===== src/rtl/mchan_push_arbiter.sv =====
// Round-robin arbiter sharing one mchan FIFO push port between NB_REQ burst sources.
// Zero-latency combinational grant; a burst owner keeps the port until last_i or MAX_BURST beats, and push_gnt_i=0 freezes everything.
module mchan_push_arbiter #(
  parameter int unsigned NB_REQ     = 4,
  parameter int unsigned DATA_WIDTH = 32,
  parameter int unsigned MAX_BURST  = 8,
  parameter int unsigned ID_WIDTH   = $clog2(NB_REQ)
) (
  input  logic                         clk_i,
  input  logic                         rst_i,
  input  logic [NB_REQ-1:0]            req_i,
  input  logic [NB_REQ*DATA_WIDTH-1:0] dat_i,
  input  logic [NB_REQ-1:0]            last_i,
  output logic [NB_REQ-1:0]            gnt_o,
  output logic                         push_req_o,
  output logic [DATA_WIDTH-1:0]        push_dat_o,
  output logic [ID_WIDTH-1:0]          push_id_o,
  input  logic                         push_gnt_i,
  output logic                         busy_o,
  output logic [ID_WIDTH-1:0]          owner_o
);

  localparam int unsigned CNT_W = $clog2(MAX_BURST + 1);

  typedef enum logic {
    IDLE,
    LOCKED
  } state_e;

  state_e              state_q, state_d;
  logic [ID_WIDTH-1:0] rr_ptr_q, rr_ptr_d;
  logic [ID_WIDTH-1:0] owner_q, owner_d;
  logic [CNT_W-1:0]    beat_cnt_q, beat_cnt_d;
  logic [ID_WIDTH-1:0] rr_cand, cand;
  logic                xfer, cand_last;

  function automatic logic [ID_WIDTH-1:0] wrap_inc(input logic [ID_WIDTH-1:0] id);
    if (32'(id) == NB_REQ - 1) return '0;
    return id + 1'b1;
  endfunction

  // Walk offsets from the far end so the requester closest to rr_ptr is the last one written.
  always_comb begin
    rr_cand = rr_ptr_q;
    for (int i = NB_REQ - 1; i >= 0; i--) begin
      int unsigned idx;
      idx = (32'(rr_ptr_q) + 32'(i)) % NB_REQ;
      if (req_i[idx]) rr_cand = ID_WIDTH'(idx);
    end
  end

  assign cand       = (state_q == LOCKED) ? owner_q : rr_cand;
  assign push_req_o = req_i[cand];
  assign push_dat_o = dat_i[cand*DATA_WIDTH +: DATA_WIDTH];
  assign push_id_o  = cand;
  assign cand_last  = last_i[cand];
  assign xfer       = push_req_o & push_gnt_i;
  assign busy_o     = (state_q == LOCKED);
  assign owner_o    = owner_q;

  always_comb begin
    gnt_o       = '0;
    gnt_o[cand] = xfer;
  end

  always_comb begin
    state_d    = state_q;
    rr_ptr_d   = rr_ptr_q;
    owner_d    = owner_q;
    beat_cnt_d = beat_cnt_q;
    if (xfer) begin
      unique case (state_q)
        IDLE: begin
          if (cand_last || MAX_BURST == 1) begin
            rr_ptr_d = wrap_inc(cand);
          end else begin
            state_d    = LOCKED;
            owner_d    = cand;
            beat_cnt_d = CNT_W'(1);
          end
        end
        LOCKED: begin
          if (cand_last || (beat_cnt_q + CNT_W'(1)) == CNT_W'(MAX_BURST)) begin
            state_d    = IDLE;
            rr_ptr_d   = wrap_inc(owner_q);
            beat_cnt_d = '0;
          end else begin
            beat_cnt_d = beat_cnt_q + CNT_W'(1);
          end
        end
        default: state_d = IDLE;
      endcase
    end
  end

  always_ff @(posedge clk_i) begin
    if (rst_i) begin
      state_q    <= IDLE;
      rr_ptr_q   <= '0;
      owner_q    <= '0;
      beat_cnt_q <= '0;
    end else begin
      state_q    <= state_d;
      rr_ptr_q   <= rr_ptr_d;
      owner_q    <= owner_d;
      beat_cnt_q <= beat_cnt_d;
    end
  end

endmodule

===== config.mk =====
export PLATFORM = sky130hd
export DESIGN_NAME = mchan_push_arbiter
export DESIGN_NICKNAME = d
export VERILOG_FILES = /design/src/rtl/mchan_push_arbiter.sv
export SDC_FILE = /design/constraint.sdc
export NUM_CORES = 1
export LEC_CHECK = 0
export BUFFER_PORTS_ARGS = -buffer_cell sky130_fd_sc_hd__buf_2
export CAP_MARGIN = 25
export CORE_ASPECT_RATIO = 0.75
export CORE_UTILIZATION = 27
export DETAILED_ROUTE_END_ITERATION = 10
export GPL_TIMING_DRIVEN = 0
export PLACE_DENSITY = 0.7
export SLEW_MARGIN = 20
export SYNTH_ARGS = -nofsm -noshare
export SYNTH_HDL_FRONTEND = slang
export SYNTH_SLANG_ARGS = --single-unit

===== constraint.sdc =====
create_clock -name clk_i -period 6.15 [get_ports clk_i]
set_clock_uncertainty 0.2 [all_clocks]
set_input_delay 0.615 -clock clk_i [delete_from_list [all_inputs] [get_ports clk_i]]
set_output_delay 0.615 -clock clk_i [all_outputs]
set_load 0.01 [all_outputs]

======== After elaboration in Yosys (flattened, before gate mapping) ========
Index checks and enable logic that the tools add are counted.
storage, ports and cells
  bits in registers ....................... 9
operators by class
  reduce and logical (&&, ||, !) cells .... 5
  bitwise logic cells ..................... 4
  add/sub/neg operators ................... 6
  shift operators ......................... 1
  order comparisons ....................... 6
  multiplexer cells ....................... 40
  equality and inequality tests ........... 6
operators by type and width
  cell                                                   count
  indexed part select 128 x 8 -> 32 bit                  1
  two-way mux 2 bit                                      11
  two-way mux 1 bit                                      17
  < comparator 2 x 3 -> 1 bit, second input constant     5
  binary-select mux 1 bit (select 2 bit)                 6
  two-way mux 4 bit                                      2
  one-hot mux 4 bit (2 select lines)                     1
  adder 2 x 1 -> 2 bit, second input constant            3
  AND reduction 3 bit                                    2
  adder 2 bit, second input constant                     2
  adder 4 x 1 -> 4 bit, second input constant            1
  bitwise AND 4 bit                                      1
  equality test 2 bit, second input constant             2
  equality test 4 bit, second input constant             1
  inequality test 2 bit, second input constant           2
  one-hot mux 2 bit (2 select lines)                     1
  demux 1 bit (select 2 bit)                             1
  >= comparator 2 x 1 -> 1 bit, second input constant    1
  inequality test 2 x 1 -> 1 bit, second input constant  1
  NOT 1 bit                                              2
  one-hot mux 1 bit (2 select lines)                     1
  AND reduction 2 bit                                    1
  bitwise AND 1 bit                                      1
  logical AND 1 bit                                      1
  logical OR 1 bit                                       1

======== Depth between registers and ports, before layout ========
  depth in word-level cells ............... 17
  depth in mapped cells ................... 9
  gate-level depth less buffers ........... 7

======== Worst setup path before layout ========
OpenSTA, ideal clock, no wires.
  path kind ............................... input -> output
  from .................................... input port req_i[0]
  to ...................................... output port gnt_o[0]
  data required time ...................... 5.335 ns
  setup slack ............................. 2.809 ns
  arrival ................................. 2.526 ns
  cell stages on the path ................. 8
  path through ............................ nor2b_1 > o21a_1 > o41ai_4 > clkbuf_1 > buf_1 > inv_1 > ha_1 > and2_1
on the way
  word-level cells in the longest chain between the ends .. 12
ends and longest elaborated chain
  item                                                                                                      line  RTL
  start, declared                                                                                           11    input logic [NB_REQ-1:0] req_i,
  binary-select mux 1 bit (select 2 bit)                                                                    48    if (req_i[idx]) rr_cand = ID_WIDTH'(idx);
  two-way mux 1 bit (implied by the code)                                                                   48
  two-way mux 2 bit (3 in series)                                                                           48
  two-way mux 2 bit (*)                                                                                     48
  two-way mux 2 bit (*)                                                                                     52    assign cand = (state_q == LOCKED) ? owner_q : rr_cand;
  via push_id_o[0]                                                                                          17    output logic [ID_WIDTH-1:0] push_id_o,
  < comparator 2 x 3 -> 1 bit (implied by the code) / >= comparator 2 x 1 -> 1 bit (equally long branches)  63    gnt_o[cand] = xfer;
  logical AND 1 bit (implied by the code)                                                                   63
  two-way mux 1 bit (implied by the code)                                                                   63
  demux 1 bit (select 2 bit)                                                                                63
  bitwise AND 4 bit (no line) (*)                                                                           --
  end, declared                                                                                             14    output logic [NB_REQ-1:0] gnt_o,
Mark *: on every way through the listed nets, which the timed path passes. The rest lies on a longest branch. The select of a mux whose other input is x is not followed.

======== Worst setup path in the final report ========
  from .................................... input port req_i[0]
  to ...................................... output port gnt_o[2]
on the way
  word-level cells in the longest chain between the ends .. 12
ends and longest elaborated chain
  item                                                                                                      line
  binary-select mux 1 bit (select 2 bit)                                                                    48
  two-way mux 1 bit (implied by the code)                                                                   48
  two-way mux 2 bit (4 in series)                                                                           48
  two-way mux 2 bit                                                                                         52
  < comparator 2 x 3 -> 1 bit (implied by the code) / >= comparator 2 x 1 -> 1 bit (equally long branches)  63
  logical AND 1 bit (implied by the code)                                                                   63
  two-way mux 1 bit (implied by the code)                                                                   63
  demux 1 bit (select 2 bit)                                                                                63
  bitwise AND 4 bit (no line) (*)                                                                           --
Every way passes the cells marked *; elsewhere a longest branch is shown, timed or not. The select of a mux whose other input is x is not followed.

==> impl_results.rst <==
.. list-table::
   :header-rows: 1

   * - Metric
     - Value
   * - Outcome
     - complete, no violations
   * - Post-CTS Hold Buffers
     - 0
   * - Clock root cell
     - sky130_fd_sc_hd__clkbuf_8
   * - Number of flops mapped to enable cells by yosys
     - 0
   * - Leading post-synthesis cells by cell area
     - sky130_fd_sc_hd__mux2_2 (19%), sky130_fd_sc_hd__mux2i_1 (19%), sky130_fd_sc_hd__a21oi_1 (9.2%)
   * - Starting Density
     - around 28%
   * - H-tree depth
     - 1
   * - Unrepaired setup endpoints after global routing
     - false
   * - Predominant post-synthesis flop cell
     - sky130_fd_sc_hd__dfxtp_1
   * - Drt pass-1 iters
     - 4
   * - Total congestion overflow after global routing
     - 0
   * - Fin crit period
     - ~4.0 ns
   * - Share of synthesized cell area in and, or, nand and nor gates
     - 18.4%
   * - Insertion delay of the later-clocked pin in the worst-skew pair
     - around 0.24 ns
   * - VDD IR-drop max
     - between 80 and 90 uV
   * - Wire length per cell
     - 13.3 um
   * - Number of global-route vias before repair
     - 2319
   * - Number of placed instances, taps included
     - 529
   * - Post CTS Setup Buffer Count
     - 0
   * - Slew at the pin closest to its max-slew limit
     - between 0.5 and 0.6 ns
   * - Port Buffer Count
     - 180
   * - Max-Cap Viols
     - 0
   * - Number of synthesized register bits
     - 9
   * - Relative area change from synthesis to final layout
     - 54.7%
   * - CP Max Fanout
     - 12
   * - Period utilization
     - about two thirds
   * - Standard cell core area
     - 6900 um^2
   * - Number of resized instances in the post-cts repair step
     - 0
   * - Residual antenna-violating net count after detailed routing
     - 0
   * - Xor and xnor area share after synthesis
     - 0.897%
   * - Number of clock buffers inserted by TritonCTS
     - 3
   * - Net count after synthesis
     - 397
   * - Fraction of the yosys area taken by sequential cells
     - ~9.2%
   * - Height of the chip
     - between 70 and 80 um
   * - Standby leakage power
     - between 0.0015 and 0.002 uW
   * - Count of unresolved DRC violations after routing
     - 0
   * - Top-level I/O count
     - about 180
   * - Final-report setup violation count
     - 0
   * - Via density per instance
     - 4.79
   * - Post-route insts no fill
     - 533
   * - Cell chain of the critical path
     - buf_2 > nor2b_1 > o21a_1 > o41ai_4 > clkbuf_1 > buf_1 > inv_1 > ha_1 > and2_1 > buf_2
   * - CP Launch Type
     - input port
   * - Adder-cell share of the synthesized area
     - under 10%
   * - Kind of critical path
     - input port to output port
   * - Combinational group share of total power
     - 80.5%
   * - F_max
     - 248 MHz
   * - DR vias
     - between 2k and 3k
   * - Area fraction in compound gates after synthesis
     - a little under a quarter
   * - Post-synthesis cell type with the largest combined area
     - sky130_fd_sc_hd__mux2_2
   * - Max stage delay on crit path
     - ~0.52 ns
   * - Half-perimeter wire length after detailed placement
     - 5910 um
   * - Post-Route WL
     - around 7100 um
   * - GRT Overall Usage
     - ~17%
   * - Worst Setup Slack post-DPL
     - approximately 2.1 ns
   * - Core Rows
     - 26
   * - Post-route worst setup slack
     - between 2 and 2.5 ns
   * - Data arrival time of the critical path
     - 3.22 ns
   * - CTS tree
     - built
   * - Routability congestion estimate from global placement
     - about 0.83
   * - Data required time of the worst path
     - approximately 5.3 ns
   * - Largest net degree at the start of global routing
     - 13
   * - Share of power burned in the clock network
     - a little under a tenth
   * - Count of unique library cells instantiated by Yosys
     - 45
   * - Number of instances in the synthesized netlist
     - about 250
   * - Average cell area after synthesis
     - 7.78 um^2
   * - Most common cell after layout, fill and taps aside
     - sky130_fd_sc_hd__buf_2
   * - Most prevalent standard cell on the critical path
     - sky130_fd_sc_hd__buf_2
   * - Count of fill cells added during filler insertion
     - ~710
   * - Number of antenna cells inserted
     - 0
   * - Sequential share of power
     - between 10 and 15%
   * - Most used cells in the layout excluding fill and tap cells
     - sky130_fd_sc_hd__buf_2 (189), sky130_fd_sc_hd__nor2_1 (38), sky130_fd_sc_hd__mux2i_1 (37)
   * - TNS Setup
     - 0 ns
   * - Slowest-stage cell, CP
     - sky130_fd_sc_hd__buf_1
   * - Clock Tree Buf Depth
     - 2
   * - Max-slew violation total from the final report
     - 0
   * - Crit. End Element
     - output port
   * - Relative slew slack
     - 60.3%
   * - Clock-pin slew on the worst setup and hold paths
     - 0.05 ns
   * - Portion of synthesized cell area occupied by the leading cell type
     - 19.0%
   * - Net switching fraction of the power
     - between 40 and 50%
   * - Chip Width
     - ~100 um
   * - Ys async rst share
     - 0%
   * - Proportion of layout cells with a drive suffix above 1
     - between 50 and 60%
   * - Dominant combinational cell family by area after synthesis
     - multiplexers
   * - Sw power
     - 369 uW
   * - First-pass GRT wire length
     - ~10000 um
   * - CTS sink count
     - 9
   * - Count of synthesis-stage warnings from yosys
     - 0
   * - Multiplexer share of the synthesized area
     - just under 40%
   * - Cell Area, Synth
     - slightly below 2000 um^2
   * - Number of endpoints with negative hold slack in the final report
     - 0
   * - Violation count after the first detailed-route iteration
     - 69
   * - Post-layout nets
     - 582
   * - Hold Path Class
     - register to register
   * - Internal power summed over all cells
     - between 300 and 400 uW
   * - Antenna violations before repair
     - 0
   * - Area enclosed by the die boundary
     - between 7000 and 8000 um^2
   * - Pwr/cell area
     - 250 nW/um^2
## flip-flops by register name, indices dropped and copies added, names as in the netlist
register,count
owner_o,2
busy_o,1
beat_cnt_q,4
rr_ptr_q,2
## cells in the mapped netlist (4+ instances only)
cell                       instances
sky130_fd_sc_hd__mux2i_1          37
sky130_fd_sc_hd__nand2_1          10
sky130_fd_sc_hd__nor2_1           38
sky130_fd_sc_hd__a211oi_1          4
sky130_fd_sc_hd__ha_1              7
sky130_fd_sc_hd__o21ai_0           4
sky130_fd_sc_hd__inv_1             6
sky130_fd_sc_hd__buf_2             9
sky130_fd_sc_hd__dfxtp_1           9
sky130_fd_sc_hd__mux2_2           33
sky130_fd_sc_hd__clkbuf_1          6
sky130_fd_sc_hd__a21oi_1          36
sky130_fd_sc_hd__and2_1            6
## cell type report
type	instances	area (um^2)	area share, %
multi-input cells	219	1680	55.4
repair buffers	180	901	29.8
flip-flops and latches	9	180	5.96
well taps	98	123	4.06
plain buffers	17	75.1	2.48
clock buffers	4	45.0	1.49
inverters	6	22.5	0.745
## routing by layer
metal / wire length (um) / vias up / track usage, %
met2: 3440 / 135 / 31.7
met3: 493 / 3 / 1.93
met1: 3150 / 1125 / 21.8
li1: - / 1288 / -
met5: 0 / - / 0
met4: 23 / 0 / 3.22
## per-stage QoR
stage               instance area, um^2  power [uW]  utilization [%]  hold slack, ns
floorplan                          1950         477                -           0.283
global placement                   2980         679             43.2           0.306
detailed placement                 2980         689             43.2           0.342
CTS                                3020         762             43.8           0.348
global route                       3020         825             43.8           0.381
finish                             3020         756             43.8           0.341
## worst max-delay path: cells and delay by family
kind	cells	cell delay (ns)
AOI/OAI and AO/OA	2	0.71
and+or+nand+nor	2	0.29
adders and majority gates	1	0.22
buffers and inverters	5	1.37
## power groups by stage
stage               logic, uW  clock network (uW)  registers, uW
floorplan                 401                   0           75.8
global placement          602                   0           77.3
detailed placement        611                   0           77.6
CTS                       614                71.9           76.5
global route              671                75.6           78.5
finish                    608                70.3           76.9
## path summary, 6_finish.rpt
| path | start | end | slack, ns | cells past startpoint |
|---|---|---|---|---|
| worst max-delay path | req_i[0] | gnt_o[2] | 2.12 | 10 |
| worst min-delay path | beat_cnt_q[1] | beat_cnt_q[1] | 0.34 | 2 |
| worst max register to register | busy_o | rr_ptr_q[1] | 3.00 | 9 |
| worst min register to register | beat_cnt_q[1] | beat_cnt_q[1] | 0.34 | 2 |
## kinds of logic after synthesis
logic type | count (synthesis)
simple gates | 74
mux | 71
compound gates | 65
buf+inv | 23
flops | 9
fa+ha+maj | 7
xor+xnor | 2
(Power assumes the default switching activity.)
